--- config.mk ---
export PLATFORM = sky130hd
export DESIGN_NAME = wb_port_arbiter
export DESIGN_NICKNAME = d
export VERILOG_FILES = /design/src/rtl/wb_port_arbiter_pkg.sv /design/src/rtl/wb_result_fifo.sv /design/src/rtl/wb_port_arbiter.sv
export SDC_FILE = /design/constraint.sdc
export NUM_CORES = 1
export LEC_CHECK = 0
export ABC_AREA = 1
export CORE_MARGIN = 2
export CORE_UTILIZATION = 42
export DETAILED_ROUTE_END_ITERATION = 8
export MAX_ROUTING_LAYER = met4
export PLACE_DENSITY = 0.8
export SLEW_MARGIN = 20
export SYNTH_ARGS = -nofsm -noshare
export SYNTH_HDL_FRONTEND = slang
export SYNTH_SLANG_ARGS = --single-unit
--- constraint.sdc ---
create_clock -name clk -period 4.31 [get_ports clk]
set_input_delay 0.431 -clock clk [delete_from_list [all_inputs] [get_ports clk]]
set_output_delay 0.431 -clock clk [all_outputs]
set_load 0.005 [all_outputs]
--- src/rtl/wb_port_arbiter_pkg.sv ---
// rtl/wb_port_arbiter_pkg.sv - shared types and defaults for the write-back port arbiter
package wb_port_arbiter_pkg;

  localparam int unsigned STARVE_LIMIT_DEF = 4;
  localparam int unsigned RD_W             = 5;
  localparam int unsigned DATA_W           = 64;

  typedef enum logic [1:0] {
    ST_IDLE  = 2'd0,
    ST_PEND  = 2'd1,
    ST_FORCE = 2'd2
  } arb_state_e;

  typedef enum logic [1:0] {
    GNT_NONE = 2'd0,
    GNT_PIPE = 2'd1,
    GNT_FIFO = 2'd2
  } gnt_src_e;

  typedef struct packed {
    logic [RD_W-1:0]   rd;
    logic [DATA_W-1:0] data;
  } wb_entry_t;

  function automatic logic is_x0(input logic [RD_W-1:0] rd);
    return rd == '0;
  endfunction

endpackage

--- src/rtl/wb_result_fifo.sv ---
// rtl/wb_result_fifo.sv - two-entry result buffer; storage is unreset, only pointers/count reset
module wb_result_fifo
  import wb_port_arbiter_pkg::*;
(
  input  logic       clk,
  input  logic       rst_n,
  input  logic       push_i,
  input  wb_entry_t  push_data_i,
  input  logic       pop_i,
  output wb_entry_t  head_o,
  output logic [1:0] count_o
);

  wb_entry_t [1:0] mem_q, mem_d;
  logic            wr_ptr_q, wr_ptr_d;
  logic            rd_ptr_q, rd_ptr_d;
  logic [1:0]      count_q, count_d;
  logic            push_ok, pop_ok;

  always_comb begin
    push_ok  = push_i && (count_q != 2'd2);
    pop_ok   = pop_i && (count_q != 2'd0);
    mem_d    = mem_q;
    wr_ptr_d = wr_ptr_q;
    rd_ptr_d = rd_ptr_q;
    count_d  = count_q;
    if (push_ok) begin
      mem_d[wr_ptr_q] = push_data_i;
      wr_ptr_d        = ~wr_ptr_q;
    end
    if (pop_ok) begin
      rd_ptr_d = ~rd_ptr_q;
    end
    case ({push_ok, pop_ok})
      2'b10:   count_d = count_q + 2'd1;
      2'b01:   count_d = count_q - 2'd1;
      default: count_d = count_q;
    endcase
  end

  always_ff @(posedge clk) begin
    mem_q <= mem_d;
  end

  always_ff @(posedge clk or negedge rst_n) begin
    if (!rst_n) begin
      wr_ptr_q <= 1'b0;
      rd_ptr_q <= 1'b0;
      count_q  <= 2'd0;
    end else begin
      wr_ptr_q <= wr_ptr_d;
      rd_ptr_q <= rd_ptr_d;
      count_q  <= count_d;
    end
  end

  assign head_o  = mem_q[rd_ptr_q];
  assign count_o = count_q;

endmodule

--- src/rtl/wb_port_arbiter.sv ---
// rtl/wb_port_arbiter.sv - shares the register-file write port between write-back and buffered
// multi-cycle results, with a starvation-triggered one-cycle forced drain
module wb_port_arbiter
  import wb_port_arbiter_pkg::*;
#(
  parameter int unsigned STARVE_LIMIT = STARVE_LIMIT_DEF
) (
  input  logic        clk,
  input  logic        rst_n,
  input  logic        pipe_wen_i,
  input  logic [4:0]  pipe_rd_i,
  input  logic [63:0] pipe_valD_i,
  input  logic        mdu_valid_i,
  input  logic [4:0]  mdu_rd_i,
  input  logic [63:0] mdu_data_i,
  output logic        mdu_ready_o,
  output logic        rf_wen_o,
  output logic [4:0]  rf_rd_o,
  output logic [63:0] rf_wdata_o,
  output logic        stall_o,
  output logic [1:0]  pend_cnt_o
);

  localparam logic [3:0] LIMIT = 4'(STARVE_LIMIT);

  arb_state_e state_q, state_d;
  logic [3:0] starve_q, starve_d;
  logic [3:0] starve_inc;
  gnt_src_e   gnt;
  wb_entry_t  head;
  wb_entry_t  push_entry;
  logic [1:0] cnt;
  logic [1:0] cnt_next;
  logic       pipe_req;
  logic       fifo_nonempty;
  logic       fifo_push;
  logic       fifo_pop;

  assign push_entry = '{rd: mdu_rd_i, data: mdu_data_i};

  wb_result_fifo u_fifo (
    .clk         (clk),
    .rst_n       (rst_n),
    .push_i      (fifo_push),
    .push_data_i (push_entry),
    .pop_i       (fifo_pop),
    .head_o      (head),
    .count_o     (cnt)
  );

  assign mdu_ready_o = (cnt < 2'd2);
  assign pend_cnt_o  = cnt;
  assign stall_o     = (state_q == ST_FORCE);

  // Pipe requests are masked while in reset so no write escapes during rst_n low.
  always_comb begin
    pipe_req      = rst_n && pipe_wen_i && !is_x0(pipe_rd_i);
    fifo_nonempty = (cnt != 2'd0);
    fifo_push     = mdu_valid_i && mdu_ready_o && !is_x0(mdu_rd_i);

    gnt = GNT_NONE;
    if (state_q == ST_FORCE) begin
      if (fifo_nonempty) gnt = GNT_FIFO;
    end else if (pipe_req) begin
      gnt = GNT_PIPE;
    end else if (fifo_nonempty) begin
      gnt = GNT_FIFO;
    end
    fifo_pop = (gnt == GNT_FIFO);

    cnt_next = cnt + {1'b0, fifo_push} - {1'b0, fifo_pop};
  end

  always_comb begin
    starve_inc = starve_q + 4'd1;
    starve_d   = 4'd0;
    state_d    = (cnt_next == 2'd0) ? ST_IDLE : ST_PEND;
    // The head lost this cycle: count it, and convert the limit-th loss into a drain.
    if (fifo_nonempty && !fifo_pop) begin
      if (starve_inc == LIMIT) begin
        state_d = ST_FORCE;
      end else begin
        starve_d = starve_inc;
      end
    end
  end

  always_comb begin
    rf_wen_o   = 1'b0;
    rf_rd_o    = '0;
    rf_wdata_o = '0;
    case (gnt)
      GNT_PIPE: begin
        rf_wen_o   = 1'b1;
        rf_rd_o    = pipe_rd_i;
        rf_wdata_o = pipe_valD_i;
      end
      GNT_FIFO: begin
        rf_wen_o   = 1'b1;
        rf_rd_o    = head.rd;
        rf_wdata_o = head.data;
      end
      default: begin
        rf_wen_o = 1'b0;
      end
    endcase
  end

  always_ff @(posedge clk or negedge rst_n) begin
    if (!rst_n) begin
      state_q  <= ST_IDLE;
      starve_q <= 4'd0;
    end else begin
      state_q  <= state_d;
      starve_q <= starve_d;
    end
  end

endmodule

==> results.yml, run 1 <==
outcome:
  status: "finished clean"
global_route:
  grt_pass1_vias: 4685
  grt_max_degree: 74
  overflow: 0
  grt_pass1_wl_mm: 22.6
  grt_use_total_pct: 18.7
  antenna_found_initial: 1
synthesis:
  syn-num-nets: 595
  synth_top_family_by_area: "multiplexers"
  synth_cell_type_count: 27
  synthAdderAreaFrac_pct: 0.956
  yosysTopAreaCell: "edfxtp_1"
  synth-xor-area-share_pct: 0.535
  netlist_instances: 448
  synth_top_area_share_pct: 63.3
  synth_seq_cells: 148
  synth.cell_area_mm2: 0.00654
  synth_mux_area_share_pct: 10.6
  ys_seq_area_share_pct: 67.2
  synthSimpleGateAreaFrac_pct: 8.47
  syn_area_per_cell_um2: 14.6
  synth_area_leaders: "edfxtp_1, mux2i_1, o21ai_2"
  synth_compound_area_share_pct: 8.30
  ys_warn_count: 0
sta:
  relSlewSlack_pct: 40.4
  post-route-period-util_pct: 82.7
  tightest_slew_ns: 0.891
  max_freq_ghz: 0.281
  slew_violations: 0
  finalSetupTns_ns: 0
  setup_violations: 0
  clock_skew_ns: 0.00901
  rsz0062_at_grt: "false"
  period_needed_ns: 3.56
  finalHoldViolations: 0
cells_and_area:
  final_cells: 861
  final_layout_size_suffix_gt1_share_pct: 14.1
  final_common_cell: "clkdlybuf4s50_1"
  ff_latch_area_mm2: 0.00440
  utilization_pct: 61.9
  layout_common_cells: "clkdlybuf4s50_1, edfxtp_1, nand3_1"
  syn2layout_area_growth_pct: 43.7
  nFillCells: 1157
  nets: 806
  multi_input_area_mm2: 0.00190
floorplanning:
  core-area_mm2: 0.0152
  io_pins: 216
  die_h_um: 129
  rows: 45
  initial_utilization_pct: 43.0
  die_w_um: 129
  dieArea_mm2: 0.0166
routing:
  first_pass_iters: 4
  postRouteAntennaNets: 0
  drc: 0
  wl_per_cell_um: 17.3
  vias: 4477
  routed_wl_mm: 14.9
  viasPerCell: 5.20
  drt_iter0_markers: 199
clock_network:
  cts_tree: "done"
  cts_resized: 0
  postCtsHoldBufs: 0
  cts.sinks: 148
  htreeDepth: 4
  post_cts_buffers: 0
  clk_pin_slew_worst_paths_ns: 0.06
  cts_buffers: 17
  clockRootBuffer: "clkbuf_16"
  clk_path_buf_depth: 2
  clock_latency_ns: 0.41
setup_path:
  start_kind: "input port"
  worstPathRequired_ns: 3.88
  cp_cell_sequence: "clkdlybuf4s50_1 -> nand2_2 -> nor2_8 -> buf_4 -> nand3_1 -> o21ai_2 -> clkdlybuf4s50_1"
  critPathMostFrequentCell: "clkdlybuf4s50_1"
  critPathCaptureType: "output pin"
  cp_max_fo: 45
  critical_path_class: "input port to output pin"
  cpMaxStageDelayCell: "clkdlybuf4s50_1"
  cp.arrival_ns: 3.13
  max_stage_delay_ns: 0.79
  reg2reg_slack_ns: 1.81
placed_design:
  place_congestion: 0.815
  portBuffers: 215
  dp_hpwl_mm: 10.3
  dp_cells: 828
pwr:
  vdd_drop_max_v: 0.000285
  power_density_mw_per_mm2: 569
  p_leak_nw: 3.38
job:
  maxCapViolCount: 0
worst_hold_path:
  hold_path_class: "input port to asynchronous set/reset pin"
## cell families after synthesis
family	Yosys count
adders and majority gates	5
and+or+nand+nor	107
DFF	148
xor gates and xnor gates	4
buffers and inverters	44
AOI/OAI and AO/OA	71
muxes	69
## registers in the layout (all words and copies together), names as in the netlist
name / flops
u_fifo.mem_q: 138
starve_q: 4
state_q: 2
u_fifo.count_o: 2
u_fifo.rd_ptr_q: 1
u_fifo.wr_ptr_q: 1
## worst paths after layout
path,to,from,depth (start not counted)
worst max-delay path,rf_wdata_o[19],rst_n,7
max in group asynchronous,u_fifo.rd_ptr_q$_DFFE_PN0P_,rst_n,1
worst max register to register,state_q[0]$_DFF_PN0_,state_q[1]$_DFF_PN0_,13
min in group clk,u_fifo.count_o[0]$_DFFE_PN0P_,u_fifo.count_o[0]$_DFFE_PN0P_,1
worst min-delay path,starve_q[3]$_DFF_PN0_,rst_n,1
worst min register to register,u_fifo.count_o[0]$_DFFE_PN0P_,u_fifo.count_o[0]$_DFFE_PN0P_,1
## per-layer routing
layer | share of wire [%] | GRT usage (%)
met3 | 4.9 | 4.28
met1 | 41 | 21.2
met5 | 0 | -
met2 | 52 | 31.3
met4 | 2.8 | 9.27
## critical path, delay by kind of cell
family | cells | cell delay [ns]
AND/OR/NAND/NOR | 3 | 0.74
AO/OA/AOI/OAI | 1 | 0.09
buffers and inverters | 3 | 1.83
## Yosys cell counts, drive strengths merged
cell type and number:
nand4 1, nor2 18, o22ai 1, dfrtp 10
o21ai 69, mux2i 69, buf 27, xnor2 2
nand3 72, clkbuf 2, a21oi 1, edfxtp 138
xor2 2, inv 15, ha 5, nand2 16
## layout make-up
cell class	instances	share of cell area, %
multi-input combinational	256	20.2
antenna	1	0.0266
tap	188	2.50
timing repair buffer	221	23.6
inverter	15	0.599
clock buffer	18	4.56
sequential	148	46.8
clock inverter	14	1.72
## report_power, final
group | leakage, nW | internal [mW] | switching, mW
clock network | 0.281 | 0.905 | 0.550
registers | 1.39 | 1.87 | 0.162
logic | 1.71 | 1.02 | 0.845
## stage by stage
stage / setup slack [ns] / area, µm² / total power [mW] / hold WS, ns
finish: 0.746 / 9410 / 5.36 / 0.361
global route: 0.530 / 9410 / 5.63 / 0.375
CTS: 0.749 / 9400 / 5.42 / 0.347
detailed placement: 0.751 / 8810 / 3.95 / 0.549
global placement: 0.896 / 8810 / 3.90 / 0.545
floorplan: 0.188 / 6540 / 3.08 / 0.135
No activity file was read; power rests on OpenSTA's default activity.
==> run 2, diff against run 1 <==
==> constraint.sdc (replaced) <==
create_clock -name clk -period 2.9 [get_ports clk]
set_input_delay 0.29 -clock clk [delete_from_list [all_inputs] [get_ports clk]]
set_output_delay 0.29 -clock clk [all_outputs]
set_load 0.005 [all_outputs]
==> run 2 against run 1 <==
  * Clock-buffer cell count stayed put
  * Clock skew is essentially flat
  * Wire length shrank 0.50%
  * Via count shrank 1.0%
  * Critical endpoint is now rf_wdata_o[28]
  * Largest cell class unchanged
==> results.yml, run 2 (synthesis results as in run 1) <==
setup_path:
  worstPathRequired_ns: 2.61
  reg2reg_from: "u_fifo.count_o[1]$_DFFE_PN0P_"
  cp_max_fo: 37
  crit_end: "rf_wdata_o[28]"
  start_kind: "input port"
  r2r.worst_path.cells: 11
  critPathCaptureType: "output pin"
  critical_path_class: "input port to output pin"
  r2r_end: "state_q[0]$_DFF_PN0_"
  cp.arrival_ns: 2.35
  critPathLaunch: "pipe_rd_i[2]"
  reg2reg_slack_ns: 0.92
cells_and_area:
  nets: 814
  final_common_cell: "clkdlybuf4s50_1"
  postLayoutCellArea_mm2: 0.00947
  syn2layout_area_growth_pct: 44.6
  final_layout_size_suffix_gt1_share_pct: 15.3
  largest_registers: "u_fifo.mem_q: 138 flops, starve_q: 4 flops"
  largest_reg_flops: 138
  regMostFlops: "u_fifo.mem_q"
  layout_common_cells: "clkdlybuf4s50_1, edfxtp_1, nand3_1"
clock_network:
  postCtsHoldBufs: 0
  clk_pin_slew_worst_paths_ns: 0.06
  clock_latency_ns: 0.41
  htreeDepth: 4
  post_cts_buffers: 0
  cts_resized: 0
  clockRootBuffer: "clkbuf_16"
  cts_tree: "done"
  clk_path_buf_depth: 2
  cts.sinks: 148
  cts_buffers: 17
global_route:
  antenna_found_initial: 2
  grt_max_degree: 39
  overflow: 0
  grt_use_total_pct: 18.8
  grt_pass1_vias: 4623
  grt_pass1_wl_mm: 23.0
sta:
  max_freq_ghz: 0.379
  tightest_slew_ns: 0.506
  finalHoldViolations: 0
  relSlewSlack_pct: 66.3
  setup_violations: 0
  rsz0062_at_grt: "false"
  period_needed_ns: 2.64
  slew_violations: 0
  clock_skew_ns: 0.00870
  post-route-period-util_pct: 91.0
pwr:
  power_density_mw_per_mm2: 848
  report.power.total_mw: 8.03
  p_leak_nw: 3.43
  vdd_drop_max_v: 0.000448
routing:
  viasPerCell: 5.09
  vias: 4432
  wl_per_cell_um: 17.1
  first_pass_iters: 4
  postRouteAntennaNets: 0
  drc: 0
  routed_wl_mm: 14.9
  drt_iter0_markers: 221
placed_design:
  portBuffers: 215
  dp_hpwl_mm: 10.6
  placed_area_mm2: 0.00887
  place_congestion: 0.776
floorplanning:
  die_h_um: 129
  rows: 45
  dieArea_mm2: 0.0166
  initial_utilization_pct: 43.0
  core-area_mm2: 0.0152
  io_pins: 216
  die_w_um: 129
outcome:
  status: "finished clean"
job:
  maxCapViolCount: 0
worst_hold_path:
  hold_path_class: "input port to asynchronous set/reset pin"
run 2: cell count changes in the layout (fill, tap and decap cells not counted), sizes merged:
cell and delta:
inv +1, diode +1, buf +8, clkinv -1
run 2: critical path, cell delays in order:
cell and delay (ns):
clkdlybuf4s50_1 0.51, nor2_2 0.15, nand3_2 0.13, nand2_4 0.12
nand2_8 0.19, buf_12 0.25, o21ai_2 0.15, clkdlybuf4s50_1 0.52
run 2: layout make-up:
cell class / instances / area (µm²)
Fill cell: 1128 / 5740
Clock inverter: 14 / 159
Inverter: 15 / 56.3
Tap cell: 188 / 235
Timing Repair Buffer: 229 / 2280
Antenna cell: 2 / 5.00
Multi-Input combinational cell: 256 / 1900
Clock buffer: 18 / 429
Sequential cell: 148 / 4400
run 2: worst min-delay path by stage:
stage | to | depth (start not counted)
floorplan | starve_q[0]$_DFF_PN0_ | 0
global placement | u_fifo.count_o[0]$_DFFE_PN0P_ | 1
detailed placement | u_fifo.count_o[0]$_DFFE_PN0P_ | 1
CTS | u_fifo.count_o[1]$_DFFE_PN0P_ | 2
global route | u_fifo.count_o[1]$_DFFE_PN0P_ | 2
finish | u_fifo.count_o[1]$_DFFE_PN0P_ | 2
run 2: per-layer routing:
layer	up-vias	GRT usage [%]	wire length (µm)
met4	0	7.86	312
li1	2129	-	-
met1	2135	21.0	6000
met2	145	32.5	7790
met3	23	4.41	760
met5	-	-	0
run 2: power breakdown:
group	total (mW)	leakage, nW	internal (mW)	switching [mW]
sequential	2.96	1.39	2.79	0.170
clock	2.15	0.284	1.34	0.806
combinational	2.92	1.75	1.56	1.36
run 2: through the flow:
step                setup TNS (ns)  instances  setup slack [ns]  utilization (%)  hold WS, ns
floorplan                    -9.86        448           -0.0809                -     -0.00559
global placement                 0        836             0.321             58.4        0.519
detailed placement               0        836             0.237             58.4        0.560
CTS                              0        868             0.227             62.2        0.217
global route                     0        870             0.147             62.3        0.248
finish                           0        870             0.260             62.3        0.236
